### config.mk
export PLATFORM = sky130hd
export DESIGN_NAME = cdb_broadcaster
export DESIGN_NICKNAME = d
export VERILOG_FILES = /design/src/rtl/cdb_broadcaster.sv
export SDC_FILE = /design/constraint.sdc
export NUM_CORES = 1
export LEC_CHECK = 0
export CAP_MARGIN = 25
export CORE_ASPECT_RATIO = 0.7
export CORE_MARGIN = 3
export CORE_UTILIZATION = 25
export DETAILED_ROUTE_END_ITERATION = 10
export DONT_BUFFER_PORTS = 1
export PLACE_DENSITY_LB_ADDON = 0.2
export SETUP_SLACK_MARGIN = 0.4
export SYNTH_ARGS = -nofsm -noshare
export SYNTH_HDL_FRONTEND = slang
export SYNTH_SLANG_ARGS = --single-unit
### constraint.sdc
create_clock -name clock -period 9.7 [get_ports clock]
set_input_delay 0.97 -clock clock [delete_from_list [all_inputs] [get_ports clock]]
set_output_delay 0.97 -clock clock [all_outputs]
set_load 0.005 [all_outputs]
### src/rtl/cdb_broadcaster.sv
// Buffers one result per functional unit and broadcasts up to NUM_TAGS per cycle with rotating priority.
// Results reach cdb_* 2 cycles after acceptance; fu_ready is low while a unit's buffer is held ungranted, or on squash/reset.
module cdb_broadcaster #(
    parameter int NUM_FU     = 4,
    parameter int NUM_TAGS   = 3,
    parameter int TAG_SIZE   = 6,
    parameter int DATA_WIDTH = 64
) (
    input  logic                                 clock,
    input  logic                                 reset,
    input  logic                                 squash,
    input  logic [NUM_FU-1:0]                    fu_valid,
    input  logic [NUM_FU-1:0][TAG_SIZE-1:0]      fu_tag,
    input  logic [NUM_FU-1:0][DATA_WIDTH-1:0]    fu_value,
    output logic [NUM_FU-1:0]                    fu_ready,
    output logic [NUM_TAGS-1:0]                  cdb_en,
    output logic [NUM_TAGS-1:0][TAG_SIZE-1:0]    cdb_tag,
    output logic [NUM_TAGS-1:0][DATA_WIDTH-1:0]  cdb_value
);
    localparam int PTR_W  = (NUM_FU > 1) ? $clog2(NUM_FU) : 1;
    localparam int CNT_W  = $clog2(NUM_TAGS + 1);
    localparam int LANE_W = (NUM_TAGS > 1) ? $clog2(NUM_TAGS) : 1;

    logic [NUM_FU-1:0]                   buf_valid;
    logic [NUM_FU-1:0][TAG_SIZE-1:0]     buf_tag;
    logic [NUM_FU-1:0][DATA_WIDTH-1:0]   buf_value;
    logic [PTR_W-1:0]                    rr_ptr;

    logic [NUM_FU-1:0]                   grant;
    logic [NUM_FU-1:0]                   accept;
    logic [NUM_TAGS-1:0]                 lane_en;
    logic [NUM_TAGS-1:0][TAG_SIZE-1:0]   lane_tag;
    logic [NUM_TAGS-1:0][DATA_WIDTH-1:0] lane_value;
    logic [PTR_W-1:0]                    next_ptr;
    logic [CNT_W-1:0]                    cnt;
    logic [PTR_W:0]                      scan_sum;
    logic [PTR_W-1:0]                    unit;

    // Walk units in rotated order from rr_ptr; the k-th hit goes to lane k.
    always_comb begin
        grant      = '0;
        lane_en    = '0;
        lane_tag   = '0;
        lane_value = '0;
        next_ptr   = rr_ptr;
        cnt        = '0;
        scan_sum   = '0;
        unit       = '0;
        for (int k = 0; k < NUM_FU; k++) begin
            scan_sum = {1'b0, rr_ptr} + (PTR_W+1)'(k);
            if (scan_sum >= (PTR_W+1)'(NUM_FU)) begin
                scan_sum = scan_sum - (PTR_W+1)'(NUM_FU);
            end
            unit = scan_sum[PTR_W-1:0];
            if (buf_valid[unit] && (cnt < CNT_W'(NUM_TAGS))) begin
                grant[unit]                     = 1'b1;
                lane_en[cnt[LANE_W-1:0]]        = 1'b1;
                lane_tag[cnt[LANE_W-1:0]]       = buf_tag[unit];
                lane_value[cnt[LANE_W-1:0]]     = buf_value[unit];
                next_ptr = (unit == PTR_W'(NUM_FU - 1)) ? '0 : unit + PTR_W'(1);
                cnt      = cnt + CNT_W'(1);
            end
        end
    end

    assign fu_ready = {NUM_FU{~reset & ~squash}} & (~buf_valid | grant);
    assign accept   = fu_valid & fu_ready;

    always_ff @(posedge clock) begin
        if (reset) begin
            buf_valid <= '0;
            rr_ptr    <= '0;
            cdb_en    <= '0;
            cdb_tag   <= '0;
            cdb_value <= '0;
        end else if (squash) begin
            buf_valid <= '0;
            cdb_en    <= '0;
            cdb_tag   <= '0;
            cdb_value <= '0;
        end else begin
            // A drained buffer may refill on the same edge, so load wins over clear.
            buf_valid <= (buf_valid & ~grant) | accept;
            for (int i = 0; i < NUM_FU; i++) begin
                if (accept[i]) begin
                    buf_tag[i]   <= fu_tag[i];
                    buf_value[i] <= fu_value[i];
                end
            end
            cdb_en    <= lane_en;
            cdb_tag   <= lane_tag;
            cdb_value <= lane_value;
            if (|grant) begin
                rr_ptr <= next_ptr;
            end
        end
    end
endmodule

==> summary.md <==
| Metric | Value |
|---|---|
| Int Pwr | about 4200 uW |
| # resized after CTS | 0 |
| Hold Startpoint | reset |
| RSZ-0062 raised after global routing | false |
| Clk_skew | between 0.015 and 0.02 ns |
| NetSw | 2000 uW |
| Pwr per Cell Area | ~220 nW/um^2 |
| CP Class | reg -> out |
| GRT Total Usage | a little under a fifth |
| Syn_area_per_cell | around 12 sq um |
| Worst IR Drop VDD | roughly 0.13 mV |
| Seq cells post-synth | 499 |
| Placer Congestion | 0.806 |
| Area grow syn2layout | 13.5% |
| Global route total overflow | 0 |
| Core footprint | roughly 97000 sq um |
| Design area | between 20000 and 30000 sq um |
| Critical Path Start Type | flop |
| Sequential Power Share | 39.4% |
| Io pins | 504 |
| Setup_tns | 0 ns |
| Register area share after synthesis | between 50% and 60% |
| Width of the die | ~380 um |
| Least-Margin Pin Slew | 1.13 ns |
| Post-route ant nets | 0 |
| Worst endpoint required time | around 8.7 ns |
| Antenna violations before repair | 12 |
| H-tree depth | 2 |
| Fmax | 148 MHz |
| Final setup viols | 0 |
| Reg2reg start | rr_ptr[0] |
| Drt first pass iters | 5 |
| Final Hold Viols | 0 |
| Drt total wl | a little under 100 mm |
| IO Port Bufs | 0 |
| Max-cap violations | 0 |
| Max Slew Vio Count | 0 |
| Commonest non-fill, non-tap cell in the layout | edfxtp_1 |
| Routed vias/inst | 5.43 |
| # DRC | 0 |
| Die area | 102000 sq um |
| Status | finished, final reports clean |
| WL per Instance | slightly below 30 um |
| Layout cells sized above 1 | roughly a fifth |
| Post-synth EDFFs | between 200 and 300 |
| Period Utilization, post-route | between 60 and 70% |
| Worst-Skew Late Latency | around 0.62 ns |
| TritonCTS Buffers | 55 |
| Fin cells | approximately 3.4k |
| Rows | 95 |
| Logic pwr share | between 20% and 30% |
| Sw Ratio | roughly a third |
| Setup crit end kind | output pin |
| Yosys top cell area share | roughly a third |
| First-pass GRT wire length | between 100 and 150 mm |
| Main synth FF type | edfxtp_1 |
| CP startpoint | rr_ptr[0] |
| Nets | about 2.3k |
| Crit Path Max Fanout | 63 |
| Synth async-reset ratio | 0% |
| Post-layout util | 28.8% |
| Dominant cells by area after synthesis | edfxtp_1 34%, dfxtp_1 18%, mux4_2 13%, mux2_2 4.9%, nand2_1 4.3% |
| Vias in the first global route | 18.5k |
| Netlist cell types | 47 |
| CTS Buffer Depth | 3 |
| Root Buffer | clkbuf_16 |
| Slew HR | 25.0% |
| CTS tree | yes |
| Final HPWL DP | 61.9 mm |
| Post-Syn Instances | roughly 2.1k |
| Setup bufs post-CTS | 0 |
| Synthesized cell area | approximately 25000 sq um |
| Largest net degree at the start of global routing | 76 |
| HP Class | in -> reg |
| Leak | between 0.008 and 0.009 uW |
| Clock-pin slew on the worst setup and hold paths | ~0.06 ns |
| Pre-CTS WS | ~3.4 ns |
| Dpl cell area | around 26000 sq um |
| Clock power share | between 30% and 40% |
| Final min period | between 6 and 7 ns |
| Initial Utilization | around 25% |
| Worst setup margin | between 2 and 3 ns |
| Commonest non-fill, non-tap cells in the layout | 280 x edfxtp_1, 278 x nand2_1, 217 x dfxtp_1, 162 x nor2_1, 142 x mux4_2 |
| Dominant cell type by area after synthesis | edfxtp_1 |
| Hold buffers post-CTS | 0 |
| Via count | 18.3k |
| Syn. warnings | 0 |
| Placed Cells | 3260 |
| Clock sinks | approximately 500 |
| CP arrival | 5.78 ns |
| Die Ht | about 270 um |
| Syn nets | 2400 |
| Initial DRC count | 1883 |
[final cells by class]
class                      count  area [sq um]
inverter                      29           111
tap                         1309          1640
multi-input combinational   1380         11000
timing repair buffer          45           428
fill                        9849         68900
sequential                   499         12800
clock buffer                  75          1530
antenna                       11          27.5
clock inverter                26           319
[Yosys cell counts, types with 4 or more instances]
master,instances
a2111oi_4,4
a211oi_1,35
a21oi_1,97
a22oi_1,4
a2bb2oi_1,33
a32oi_1,16
and2_1,5
and3_1,15
buf_1,28
buf_2,26
clkbuf_1,135
dfxtp_1,219
edfxtp_1,280
ha_1,10
inv_1,28
mux2_2,106
mux2i_1,41
mux4_2,143
nand2_1,282
nand3_1,91
nand4_1,15
nor2_1,165
nor3_1,16
nor3b_1,4
o211a_1,37
o21a_1,4
o21ai_0,108
o221ai_1,92
or3_1,37
[power by group through the flow]
| stage | Clock [uW] | Combinational [uW] | Sequential (uW) |
|---|---|---|---|
| floorplan | 0 | 1190 | 2430 |
| global placement | 0 | 1550 | 2500 |
| detailed placement | 0 | 1590 | 2510 |
| CTS | 2250 | 1590 | 2460 |
| global route | 2340 | 1730 | 2470 |
| finish | 2180 | 1600 | 2460 |
[critical path: stages, from the launching register on]
cell,delay [ns]
dfxtp_4,0.99
inv_1,0.32
ha_4,0.85
mux4_4,0.79
fa_1,0.73
nand2_1,0.12
mux2_4,0.31
and2_1,0.34
a2111oi_4,0.53
nor2_1,0.17
[sequential cells by signal, indices dropped and copies added (netlist names)]
| signal | flops |
|---|---|
| buf_value | 256 |
| cdb_value | 192 |
| buf_tag | 24 |
| cdb_tag | 18 |
| buf_valid | 4 |
| cdb_en | 3 |
| rr_ptr | 2 |
[logic make-up (layout without fill, tap and decap cells)]
family	after synthesis	in the layout	synth area share (%)
AO/OA/AOI/OAI	440	440	12.8
adder cells (fa/ha/maj)	11	11	0.591
buffers and inverters	223	175	3.65
flip-flops	499	499	52.1
multiplexers	291	291	19.7
other	0	11	0
AND/OR/NAND/NOR	638	638	11.2
[path summary, 6_finish.rpt]
check / cells after the start / to / slack (ns)
setup / recovery: 9 / fu_ready[2] / 2.95
hold / removal: 1 / rr_ptr[1] / 0.41
setup reg to reg: 10 / cdb_value[61] / 3.51
hold reg to reg: 2 / rr_ptr[1] / 0.74
[stage by stage]
stage               power [uW]  hold slack [ns]
floorplan                 3610            0.630
global placement          4060            0.740
detailed placement        4090            0.727
CTS                       6310            0.358
global route              6540            0.366
finish                    6240            0.414
[per-layer routing]
metal	track usage, %	part of all wire, %	vias up
met4	5.39	2.7	12
li1	-	-	7863
met5	0	0.090	-
met2	29.6	46	976
met1	23.9	42	9266
met3	5.52	9.3	196
Power figures use the tool's default switching activity.
